File: config.mk
export PLATFORM = sky130hd
export DESIGN_NAME = addsub_rr_sched
export DESIGN_NICKNAME = d
export VERILOG_FILES = /design/src/rtl/addsub_rr_sched.sv
export SDC_FILE = /design/constraint.sdc
export NUM_CORES = 1
export LEC_CHECK = 0
export CORE_UTILIZATION = 35
export DETAILED_ROUTE_END_ITERATION = 12
export PLACE_DENSITY = 0.76
export SYNTH_ARGS = -nofsm -noshare
export SYNTH_HDL_FRONTEND = slang
export SYNTH_SLANG_ARGS = --single-unit
File: constraint.sdc
create_clock -name clk -period 3.7 [get_ports clk]
set_input_delay 0.74 -clock clk [delete_from_list [all_inputs] [get_ports clk]]
set_output_delay 0.74 -clock clk [all_outputs]
set_load 0.1 [all_outputs]
File: src/rtl/addsub_rr_sched.sv
// Round-robin scheduler sharing one add/subtract unit between N_REQ requesters.
// The result is registered and returned on a single valid/ready port, tagged with the owner ID.
module addsub_rr_sched #(
  parameter int unsigned N_REQ = 4,
  parameter int unsigned W     = 4,
  parameter int unsigned IDW   = 2
) (
  input  logic                 clk,
  input  logic                 rst_n,
  input  logic [N_REQ-1:0]     req_valid,
  output logic [N_REQ-1:0]     req_ready,
  input  logic [N_REQ*W-1:0]   req_a,
  input  logic [N_REQ*W-1:0]   req_b,
  input  logic [N_REQ-1:0]     req_sub,
  input  logic [N_REQ-1:0]     req_signed,
  output logic                 res_valid,
  input  logic                 res_ready,
  output logic [W-1:0]         res_data,
  output logic                 res_ovf,
  output logic [IDW-1:0]       res_id
);

  localparam logic [0:0] ST_IDLE = 1'b0;
  localparam logic [0:0] ST_BUSY = 1'b1;

  logic [0:0]     state_q, state_d;
  logic [IDW-1:0] ptr_q, ptr_d;
  logic [W-1:0]   res_data_q, res_data_d;
  logic           res_ovf_q, res_ovf_d;
  logic [IDW-1:0] res_id_q, res_id_d;

  logic           acc_en_c;
  logic           gnt_found_c;
  logic           gnt_c;
  logic [IDW-1:0] gnt_idx_c;
  logic [IDW-1:0] cand_c;
  logic [W-1:0]   op_a_c, op_b_c;
  logic           op_sub_c, op_signed_c;
  logic [W:0]     sum_c;
  logic           ovf_c;

  // Rotating priority search starting at the pointer; gated off while in reset.
  always_comb begin
    acc_en_c    = rst_n & ((state_q == ST_IDLE) | res_ready);
    gnt_found_c = 1'b0;
    gnt_idx_c   = '0;
    cand_c      = '0;
    for (int unsigned k = 0; k < N_REQ; k++) begin
      cand_c = IDW'((32'(ptr_q) + k) % N_REQ);
      if (!gnt_found_c && req_valid[cand_c]) begin
        gnt_found_c = 1'b1;
        gnt_idx_c   = cand_c;
      end
    end
    gnt_c = acc_en_c & gnt_found_c;
    req_ready = '0;
    for (int unsigned i = 0; i < N_REQ; i++) begin
      req_ready[i] = gnt_c && (gnt_idx_c == IDW'(i));
    end
  end

  // Operand mux and shared arithmetic unit.
  always_comb begin
    op_a_c      = '0;
    op_b_c      = '0;
    op_sub_c    = 1'b0;
    op_signed_c = 1'b0;
    for (int unsigned i = 0; i < N_REQ; i++) begin
      if (gnt_idx_c == IDW'(i)) begin
        op_a_c      = req_a[i*W +: W];
        op_b_c      = req_b[i*W +: W];
        op_sub_c    = req_sub[i];
        op_signed_c = req_signed[i];
      end
    end
    if (op_sub_c) begin
      sum_c = {1'b0, op_a_c} - {1'b0, op_b_c};
    end else begin
      sum_c = {1'b0, op_a_c} + {1'b0, op_b_c};
    end
    // Bit W is the carry for unsigned add and the borrow for unsigned sub.
    if (op_signed_c) begin
      if (op_sub_c) begin
        ovf_c = (op_a_c[W-1] != op_b_c[W-1]) && (sum_c[W-1] != op_a_c[W-1]);
      end else begin
        ovf_c = (op_a_c[W-1] == op_b_c[W-1]) && (sum_c[W-1] != op_a_c[W-1]);
      end
    end else begin
      ovf_c = sum_c[W];
    end
  end

  // Next-state logic: a grant always loads a new result; otherwise drain on res_ready.
  always_comb begin
    state_d    = state_q;
    ptr_d      = ptr_q;
    res_data_d = res_data_q;
    res_ovf_d  = res_ovf_q;
    res_id_d   = res_id_q;
    if (gnt_c) begin
      state_d    = ST_BUSY;
      ptr_d      = IDW'((32'(gnt_idx_c) + 32'd1) % N_REQ);
      res_data_d = sum_c[W-1:0];
      res_ovf_d  = ovf_c;
      res_id_d   = gnt_idx_c;
    end else if ((state_q == ST_BUSY) && res_ready) begin
      state_d = ST_IDLE;
    end
  end

  always_ff @(posedge clk or negedge rst_n) begin
    if (!rst_n) begin
      state_q    <= ST_IDLE;
      ptr_q      <= '0;
      res_data_q <= '0;
      res_ovf_q  <= 1'b0;
      res_id_q   <= '0;
    end else begin
      state_q    <= state_d;
      ptr_q      <= ptr_d;
      res_data_q <= res_data_d;
      res_ovf_q  <= res_ovf_d;
      res_id_q   <= res_id_d;
    end
  end

  assign res_valid = (state_q == ST_BUSY);
  assign res_data  = res_data_q;
  assign res_ovf   = res_ovf_q;
  assign res_id    = res_id_q;

endmodule

## Word-level counts from Yosys, hierarchy flattened

Cells that the tools add are included.

| word-level totals | value |
|---|---|
| register bits after elaboration | 10 |
| input bits | 47 |
| output and inout bits | 12 |
| word-level logic and storage cells | 77 |

| operators by class | value |
|---|---|
| $add $sub $neg | 6 |
| order comparisons | 4 |
| eq/ne operators | 6 |
| mux-type cells | 37 |
| bitwise logic cells | 4 |
| reduce and logical (&&, ||, !) cells | 15 |

Operators with widths:

| operator | number |
|---|---|
| 4-bit two-way mux | 8 |
| 1-bit two-way mux | 20 |
| 2-bit by 3-bit less-than comparator with 1-bit output (second input constant) | 4 |
| 1-bit logical AND | 10 |
| 1-bit binary-select mux with 2-bit select | 4 |
| 2-bit two-way mux | 4 |
| 4-bit by 4-bit adder with 5-bit output | 1 |
| 5-bit two-way mux | 1 |
| 4-bit by 4-bit subtractor with 5-bit output | 1 |
| 2-bit by 1-bit adder with 2-bit output (second input constant) | 2 |
| 2-bit adder (second input constant) | 2 |
| 2-bit equality test (second input constant) | 2 |
| 1-bit zero test | 3 |
| 1-bit bitwise AND | 2 |
| 2-bit by 1-bit equality test with 1-bit output (second input constant) | 1 |
| 2-bit zero test | 1 |
| 1-bit != test | 2 |
| 2-bit nonzero test | 1 |
| 1-bit equality test | 1 |
| 1-bit inverter | 1 |
| 1-bit bitwise OR | 1 |

## Logic depth before layout (Yosys ltp)

Gate-level depths: netlist of run 1.

| depth | value |
|---|---|
| depth after elaboration | 23 |
| depth in mapped cells | 21 |
| mapped depth without buffers | 20 |

## Worst setup path after synthesis of run 1

Ideal clock, no wire load.

| timing | value |
|---|---|
| kind | input -> register |
| from | input port req_valid[0] |
| to | register res_ovf_q (netlist: res_ovf) |
| setup time | 87 ps |
| arrival | 4015 ps |
| required time | 3613 ps |
| path slack | -402 ps |
| stages on the path | 19 |
| buffers on the path | 2 |
| cell sequence | nor2b_1 > a21oi_1 > o22ai_1 > a21oi_1 > inv_1 > ha_1 > buf_2 > clkbuf_1 > a221oi_1 > nor3_1 > a21oi_1 > ha_1 > o21ai_0 > fa_1 > a21o_1 > a21oi_1 > or3_1 > a211o_1 > o211ai_1 |

| between the ends | value |
|---|---|
| longest elaborated chain between the ends | 23 |
| elaborated cells on any way between the ends | 53 |
| those cells by class | add/sub (2); eq/ne (6); mux (35); bitwise (1); reduce/logical (9) |

RTL lines:

| item | line | source |
|---|---|---|
| start, declared | 10 | `input logic [N_REQ-1:0] req_valid,` |
| 1-bit binary-select mux with 2-bit select | 50 | `if (!gnt_found_c && req_valid[cand_c]) begin` |
| 1-bit two-way mux (implied by the code) | 50 |  |
| 1-bit two-way mux | 50 |  |
| 1-bit zero test | 50 |  |
| 1-bit logical AND | 50 |  |
| 1-bit two-way mux | 50 |  |
| 1-bit zero test | 50 |  |
| 1-bit logical AND | 50 |  |
| [... 4 more ...] | - |  |
| named net gnt_idx_c[0] | 35 | `logic [IDW-1:0] gnt_idx_c;` |
| 2-bit zero test | 69 | `if (gnt_idx_c == IDW'(i)) begin` |
| 4-bit two-way mux (4 in series) | 69 |  |
| 4-bit by 4-bit adder with 5-bit output / 4-bit by 4-bit subtractor with 5-bit output (equally long branches) | 79, 77 |  |
| 5-bit two-way mux | 76 | `if (op_sub_c) begin` |
| 1-bit != test | 84, 86 |  |
| 1-bit logical AND (on tied branches) | 86, 84 |  |
| 1-bit two-way mux | 83 | `if (op_sub_c) begin` |
| 1-bit two-way mux (*) | 82 | `if (op_signed_c) begin` |
| end signal, assigned | 122 | `res_ovf_q <= res_ovf_d;` |
| end, declared | 29 | `logic res_ovf_q, res_ovf_d;` |

The timed path passes the listed nets; every way through them passes the cells marked *. The select of a mux whose other input is x is not followed.
A chain may end at the register's enable or synchronous reset.

## Final worst setup path of run 1

Same ends and word-level chain as after synthesis.

==> results by group, run 1 <==
Timing
  – Final count of negative-setup-slack endpoints: 0
  – Slew margin rel.: 35.2%
  – Measured slew at the worst slew-check pin: 969 ps
  – Max-slew violation total from the final report: 0
  – Largest clock skew in the final design: 4.09 ps
  – Share of the clock period used by the worst path after layout: 99.9%
  – Final critical-path required period: 3700 ps
  – Smallest setup slack after layout: 3.19 ps
  – RSZ-0062 raised after global routing: yes
  – Maximum frequency from static timing analysis: 271 MHz
  – Final-report hold violation count: 0

Yosys
  – Most frequent cells after synthesis: 32 x sky130_fd_sc_hd__nand2_1, 14 x sky130_fd_sc_hd__a21oi_1, 11 x sky130_fd_sc_hd__nor2_1, 10 x sky130_fd_sc_hd__dfrtp_1, 10 x sky130_fd_sc_hd__inv_1
  – Post-synthesis cell area: 1100 µm²
  – Share of synthesized area occupied by flip-flops and latches: 22.8%
  – Unique cell type count in the Yosys netlist: 35
  – Yosys top cell area share: 22.8%
  – Top_reg_cell synth: sky130_fd_sc_hd__dfrtp_1
  – Dominant cell by count in the synthesized netlist: sky130_fd_sc_hd__nand2_1
  – Most area-hungry cell type in the Yosys netlist: sky130_fd_sc_hd__dfrtp_1
  – Register bit count reported by yosys: 10
  – Syn Area/Cell: 7.16 µm²
  – Number of nets produced by synthesis: 210
  – Syn Inst Count: 153
  – Most area-consuming cells after synthesis: sky130_fd_sc_hd__dfrtp_1 23%, sky130_fd_sc_hd__nand2_1 11%, sky130_fd_sc_hd__ha_1 10%, sky130_fd_sc_hd__a21oi_1 6.4%, sky130_fd_sc_hd__nor2b_1 4.6%
  – Asr flop ratio synth: 100%
  – Number of enable flip-flop cells after synthesis: 0
  – Count of yosys warnings during synthesis: 0

Global route
  – Number of antenna violations at the first check in global routing: 0
  – Global route overflow: 0
  – All-Layer GR Usage: 24.0%
  – Global Route met1 Usage: 25.2%
  – Global-route track usage on met2: 43.3%
  – Global-route met3 utilization: 6.25%
  – Most crowded layer after global routing: met2
  – Global-route wire length before repair: 6220 µm
  – Maximum number of pins on one net before global-route repair: 13
  – Via count of the first global-routing pass: 1475

Pwr
  – Sequential group share of total power: 8.4%
  – Worst ir drop on vdd: 0.000441 V
  – Combinational power share: 88.2%
  – Total power consumption of the routed design: 2250 µW
  – Power density over the cells: 1030 nW/µm²
  – Leakage Power: 0.000986 µW
  – Clock group share of total power: 3.4%
  – Internal power: 1150 µW
  – Share of total power consumed by net switching: 49.1%
  – Reported net switching power: 1100 µW

Floorplanning
  – Site Rows: 19
  – Die width: 58.0 µm
  – Height of the die: 58.0 µm
  – Floorplan core area: 2850 µm²
  – Initial standard-cell utilization of the core: 38.4%
  – I/O pin count: 59
  – Full die area: 3360 µm²

Critical path
  – Worst Path Max Fanout: 5
  – Kind of critical path: primary input to flop
  – Critical Path AT: 3890 ps
  – Sort of element at the end of the critical path: flop
  – CP Launch Type: primary input
  – Required time of the worst setup path: 3900 ps

Hold path
  – Kind of path behind the tightest hold check: flop to flop

Route
  – Residual DRC: 3
  – 1st-pass router iterations: 8
  – Total via count in the routed design: 1456
  – Detail-routed via count per cell: 5.26
  – First-iteration detailed-routing DRC count: 84
  – Detailed-route wire length per cell: 14.4 µm
  – Total wire length: 3990 µm
  – Number of nets with antenna violations after detailed routing: 0

Job
  – Number of violations of the max-capacitance limit: 0

Clock tree
  – Reg clk slew, reported paths: 60 ps
  – Sinks on Clock Net: 10
  – Clock tree from TritonCTS: yes
  – Root buffer cell: sky130_fd_sc_hd__clkbuf_4
  – Later-pin clock latency in the skew report: 280 ps
  – Buffer levels on the longest clock path: 2
  – Hold_buf cts: 0
  – Total number of H-tree levels: 1
  – Number of buffers created by CTS: 3

Finish
  – Growth of design area from synthesis to finish: 99.3%
  – Total number of nets in the final design: 305
  – Sequential Area: 250 µm²
  – # fillers: 199
  – Diode insertion count for antenna repair: 0
  – Multi-input logic area: 913 µm²
  – Share of layout cells above drive strength 1: 33.3%

Place
  – IO Port Bufs: 58
  – Gp weighted congestion: 0.830
  – Pre-CTS WS: -860 ps
  – Detailed Place HPWL: 3010 µm

Status
  – Status: finished, violations left
  – Failing checks: design-rule violations
[layout by cell type (no fill, tap or decap), types with 2 or more instances in the layout]
cell	synthesis	layout
sky130_fd_sc_hd__and2_1	4	4
sky130_fd_sc_hd__clkdlybuf4s50_1	0	50
sky130_fd_sc_hd__nor2b_1	8	6
sky130_fd_sc_hd__mux2i_1	2	2
sky130_fd_sc_hd__inv_2	0	4
sky130_fd_sc_hd__nand2b_1	3	3
sky130_fd_sc_hd__nand2_1	32	31
sky130_fd_sc_hd__a21oi_2	0	6
sky130_fd_sc_hd__buf_4	1	37
sky130_fd_sc_hd__clkbuf_4	0	3
sky130_fd_sc_hd__buf_12	0	4
sky130_fd_sc_hd__nor2_2	0	2
sky130_fd_sc_hd__buf_6	0	3
sky130_fd_sc_hd__o21ai_0	9	6
sky130_fd_sc_hd__o22ai_2	0	2
sky130_fd_sc_hd__a21oi_1	14	8
sky130_fd_sc_hd__o21ai_2	0	2
sky130_fd_sc_hd__nor2b_4	0	2
sky130_fd_sc_hd__inv_1	10	6
sky130_fd_sc_hd__ha_2	0	4
sky130_fd_sc_hd__dfrtp_1	10	10
sky130_fd_sc_hd__a211o_1	2	2
sky130_fd_sc_hd__nor2_1	11	9
sky130_fd_sc_hd__ha_4	0	2
sky130_fd_sc_hd__buf_2	3	2
sky130_fd_sc_hd__xnor2_1	3	3
sky130_fd_sc_hd__o22ai_1	5	3
sky130_fd_sc_hd__ha_1	9	3
[power groups by stage]
stage	clock, µW	combinational (µW)	sequential [µW]
6_report	77.0	1980	189
3_5_place_dp	0	1600	190
2_1_floorplan	0	807	426
5_1_grt	80.0	2130	194
3_3_place_gp	0	1550	186
4_1_cts	73.5	1760	189
[critical path, cell delays in order]
cell	delay [ps]
sky130_fd_sc_hd__buf_8	100
sky130_fd_sc_hd__nor2b_4	120
sky130_fd_sc_hd__buf_4	130
sky130_fd_sc_hd__nor2_2	70
sky130_fd_sc_hd__o22a_1	160
sky130_fd_sc_hd__inv_2	60
sky130_fd_sc_hd__ha_4	180
sky130_fd_sc_hd__buf_4	150
sky130_fd_sc_hd__a221oi_4	280
sky130_fd_sc_hd__nor3_2	80
sky130_fd_sc_hd__a21oi_2	160
sky130_fd_sc_hd__ha_2	220
sky130_fd_sc_hd__nor2_2	40
sky130_fd_sc_hd__xor2_1	150
sky130_fd_sc_hd__ha_1	350
sky130_fd_sc_hd__a21o_1	160
sky130_fd_sc_hd__a21oi_2	60
sky130_fd_sc_hd__or3_1	320
sky130_fd_sc_hd__a211o_1	270
sky130_fd_sc_hd__o211ai_1	90
[per-layer routing]
metal | vias up | routed length (µm)
li1 | 713 | -
met4 | 0 | 144
met5 | - | 0
met3 | 14 | 298
met2 | 62 | 2030
met1 | 667 | 1520
[cells by family (layout without fill, tap and decap cells)]
family,count (synthesis),in the layout,share of synthesized area (%)
and+or+nand+nor,63,63,26.0
xor gates and xnor gates,5,5,4.00
AOI/OAI and AO/OA,45,45,26.4
DFF,10,10,22.8
buffers and inverters,18,111,6.85
adders and majority gates,10,10,12.1
muxes,2,2,1.83
[cell type report]
cell class              instances  area share (%)
multi-input cells             125            41.8
repair buffers                 98            42.2
inverters                      10            1.72
well taps                      31            1.78
clock buffers                   3            1.03
flip-flops and latches         10            11.5
[through the flow]
step                      hold slack (ps)  setup TNS (ps)  utilization, %  instances  cell area [µm²]
final                                 485               0            76.6        277             2180
after global placement                457           -1370            69.5        265             1980
after CTS                             490               0            73.7        273             2100
after global routing                  512            -163            76.6        277             2180
after detailed placement              471           -2250            69.5        265             1980
after floorplan                       444           -69.6               -        153             1160
[timing repair]
item                       in CTS  in global routing
pin swaps                      16                 18
resized for setup              28                 22
setup buffers                   5                  4
setup endpoints to repair       4                  2
[worst paths after layout]
path	startpoint	to	slack, ps	cells past startpoint
min in group asynchronous	rst_n	res_valid	790	2
worst min register to register	res_data[2]	res_data[2]	480	2
worst max-delay path	req_valid[0]	res_ovf	3	20
worst min-delay path	res_data[2]	res_data[2]	480	2
worst max register to register	ptr_q[0]	res_ovf	140	19
max in group asynchronous	rst_n	res_data[0]	2770	2
[sequential cells by signal (all words and copies together) (netlist names)]
| register | flops |
|---|---|
| res_id | 2 |
| res_ovf | 1 |
| ptr_q | 2 |
| res_data | 4 |
| res_valid | 1 |
Power figures use the tool's default switching activity.
==> run 2, diff against run 1 <==
--- a/config.mk
+++ b/config.mk
@@ -7,6 +7,7 @@
 export LEC_CHECK = 0
 export CORE_UTILIZATION = 35
 export DETAILED_ROUTE_END_ITERATION = 12
+export GPL_TIMING_DRIVEN = 0
 export PLACE_DENSITY = 0.76
 export SYNTH_ARGS = -nofsm -noshare
 export SYNTH_HDL_FRONTEND = slang
==> results by group, run 2 (synthesis results as in run 1) <==
Critical path
  – Sort of element at the end of the critical path: flop (unchanged)
  – Crit Reg-Reg Endpoint: res_ovf (unchanged)
  – Kind of critical path: primary input to flop (unchanged)
  – Worst Path Max Fanout: 9 (was 5)
  – Required time of the worst setup path: 3880 ps (was 3900 ps)
  – Worst reg2reg setup slack: -60 ps (was 140 ps)
  – CP Launch Type: primary input (unchanged)
  – Cell depth of the worst flop-to-flop path: 21 (was 19)
  – Critical Path AT: 4020 ps (was 3890 ps)
  – Setup crit start: req_valid[2] (was req_valid[0])
  – Reg2Reg Launch Point: ptr_q[1] (was ptr_q[0])

Place
  – IO Port Bufs: 58 (unchanged)
  – Gp weighted congestion: 0.785 (was 0.830)
  – Inst Count DP: 242 (was 265)
  – Detailed Place HPWL: 2800 µm (was 3010 µm)
  – Pre-CTS WS: -1080 ps (was -860 ps)

Timing
  – RSZ-0062 raised after global routing: yes (unchanged)
  – Slew margin rel.: 34.9% (was 35.2%)
  – Measured slew at the worst slew-check pin: 974 ps (was 969 ps)
  – Final critical-path required period: 3840 ps (was 3700 ps)
  – Final-report hold violation count: 0 (unchanged)
  – Smallest setup slack after layout: -139 ps (was 3.19 ps)
  – Largest clock skew in the final design: 3.05 ps (was 4.09 ps)
  – Share of the clock period used by the worst path after layout: 104% (was 99.9%)
  – Max-slew violation total from the final report: 0 (unchanged)
  – Final count of negative-setup-slack endpoints: 1 (was 0)
  – Maximum frequency from static timing analysis: 260 MHz (was 271 MHz)

Route
  – Total wire length: 3600 µm (was 3990 µm)
  – Total via count in the routed design: 1342 (was 1456)
  – Detail-routed via count per cell: 5.16 (was 5.26)
  – Number of nets with antenna violations after detailed routing: 0 (unchanged)
  – 1st-pass router iterations: 10 (was 8)
  – Detailed-route wire length per cell: 13.9 µm (was 14.4 µm)
  – First-iteration detailed-routing DRC count: 34 (was 84)
  – Residual DRC: 2 (was 3)

Finish
  – Final Instance Count excl. Fillers: 260 (was 277)
  – Total number of nets in the final design: 287 (was 305)
  – Final Core Density: 71.8% (was 76.6%)
  – Share of layout cells above drive strength 1: 27.1% (was 33.3%)
  – Most frequent cells in the layout: 49 x sky130_fd_sc_hd__clkdlybuf4s50_1, 31 x sky130_fd_sc_hd__nand2_1, 16 x sky130_fd_sc_hd__buf_4 (was 50 x sky130_fd_sc_hd__clkdlybuf4s50_1, 37 x sky130_fd_sc_hd__buf_4, 31 x sky130_fd_sc_hd__nand2_1)
  – Growth of design area from synthesis to finish: 86.8% (was 99.3%)
  – Max reg flops: 4 (unchanged)
  – Diode insertion count for antenna repair: 0 (unchanged)
  – Leading cell type in the layout, fill and taps excluded: sky130_fd_sc_hd__clkdlybuf4s50_1 (unchanged)

Job
  – Number of violations of the max-capacitance limit: 0 (unchanged)

Floorplanning
  – Initial standard-cell utilization of the core: 38.4% (unchanged)
  – Site Rows: 19 (unchanged)
  – Floorplan core area: 2850 µm² (unchanged)
  – Full die area: 3360 µm² (unchanged)
  – I/O pin count: 59 (unchanged)
  – Height of the die: 58.0 µm (unchanged)
  – Die width: 58.0 µm (unchanged)

Global route
  – All-Layer GR Usage: 21.2% (was 24.0%)
  – Global-route wire length before repair: 5520 µm (was 6220 µm)
  – Maximum number of pins on one net before global-route repair: 12 (was 13)
  – Via count of the first global-routing pass: 1295 (was 1475)
  – Global route overflow: 0 (unchanged)
  – Number of antenna violations at the first check in global routing: 0 (unchanged)

Clock tree
  – Later-pin clock latency in the skew report: 270 ps (was 280 ps)
  – Buffer levels on the longest clock path: 2 (unchanged)
  – Reg clk slew, reported paths: 70 ps (was 60 ps)
  – Number of buffers created by CTS: 3 (unchanged)
  – Total number of H-tree levels: 1 (unchanged)
  – Clock tree from TritonCTS: yes (unchanged)
  – Root buffer cell: sky130_fd_sc_hd__clkbuf_4 (unchanged)
  – Sinks on Clock Net: 10 (unchanged)
  – Hold_buf cts: 0 (unchanged)

Pwr
  – Total power consumption of the routed design: 1920 µW (was 2250 µW)
  – Power density over the cells: 939 nW/µm² (was 1030 nW/µm²)
  – Worst ir drop on vdd: 0.000372 V (was 0.000441 V)
  – Leakage Power: 0.000904 µW (was 0.000986 µW)

Hold path
  – Kind of path behind the tightest hold check: primary input to asynchronous set/reset pin (was flop to flop)

Status
  – Status: finished, violations left (unchanged)
  – Failing checks: design-rule violations, negative setup slack (was design-rule violations)
==> run 2: cell count changes in the layout (fill, tap and decap cells not counted), sizes merged <==
cell           previous run  this run
clkbuf                    4         9
dlymetal6s2s              0         1
clkdlybuf4s15             0         1
buf                      47        24
clkdlybuf4s50            50        49
==> run 2: worst max-delay path by stage <==
stage,to,slack (ps),cells after the start
global placement,res_ovf,-870,22
finish,res_ovf,-140,21
CTS,res_ovf,-40,20
detailed placement,res_ovf,-1080,22
global route,res_ovf,-240,21
floorplan,res_ovf,-70,20
==> run 2: through the flow <==
step	setup TNS, ps	hold WS, ps	cell area (µm²)
after floorplan	-69.6	444	1160
after global placement	-4520	461	1780
after detailed placement	-5410	478	1780
after CTS	-40.1	496	1990
after global routing	-245	433	2050
final	-139	404	2050
==> run 2: power by group <==
part / internal, µW / switching [µW] / leakage (µW)
sequential: 154 / 35.7 / 0.000121
clock: 59.8 / 40.7 / 0.0000210
combinational: 699 / 933 / 0.000762
total: 913 / 1010 / 0.000904
==> run 2: cell type report <==
type / count / area, µm²
Buffer: 6 / 61.3
Tap cell: 31 / 38.8
Multi-Input combinational cell: 125 / 938
Timing Repair Buffer: 74 / 684
Inverter: 10 / 37.5
Sequential cell: 10 / 250
Fill cell: 232 / 806
Clock buffer: 4 / 36.3
==> run 2: worst max-delay path: stages <==
cell and delay, ps:
sky130_fd_sc_hd__clkdlybuf4s15_2 210, sky130_fd_sc_hd__inv_2 70, sky130_fd_sc_hd__a21oi_2 40, sky130_fd_sc_hd__o22a_1 230, sky130_fd_sc_hd__buf_4 150, sky130_fd_sc_hd__buf_4 130
sky130_fd_sc_hd__ha_4 190, sky130_fd_sc_hd__clkbuf_8 150, sky130_fd_sc_hd__a221oi_2 260, sky130_fd_sc_hd__nor3_2 70, sky130_fd_sc_hd__a21oi_2 150, sky130_fd_sc_hd__ha_2 210
sky130_fd_sc_hd__nor2_2 40, sky130_fd_sc_hd__xor2_1 150, sky130_fd_sc_hd__ha_1 340, sky130_fd_sc_hd__a21oi_1 150, sky130_fd_sc_hd__o21ai_1 90, sky130_fd_sc_hd__xor2_1 230
sky130_fd_sc_hd__and2_1 170, sky130_fd_sc_hd__mux2i_1 70, sky130_fd_sc_hd__o211ai_1 170
==> run 2: metal layers <==
metal | share of wire (%) | vias up | global-route usage [%]
li1 | - | 680 | -
met1 | 39 | 603 | 23.0
met2 | 53 | 54 | 41.4
met3 | 6.3 | 5 | 3.79
met4 | 1.3 | 0 | 6.12
met5 | 0 | - | 0
==> run 2: repair_timing <==
action | 4_1_cts | 5_1_grt
resized for setup | 62 | 9
buffers inserted | 11 | 5
pin swaps | 15 | 5
endpoints found under the setup margin | 8 | 5
endpoints found under the hold margin | 0 | 0
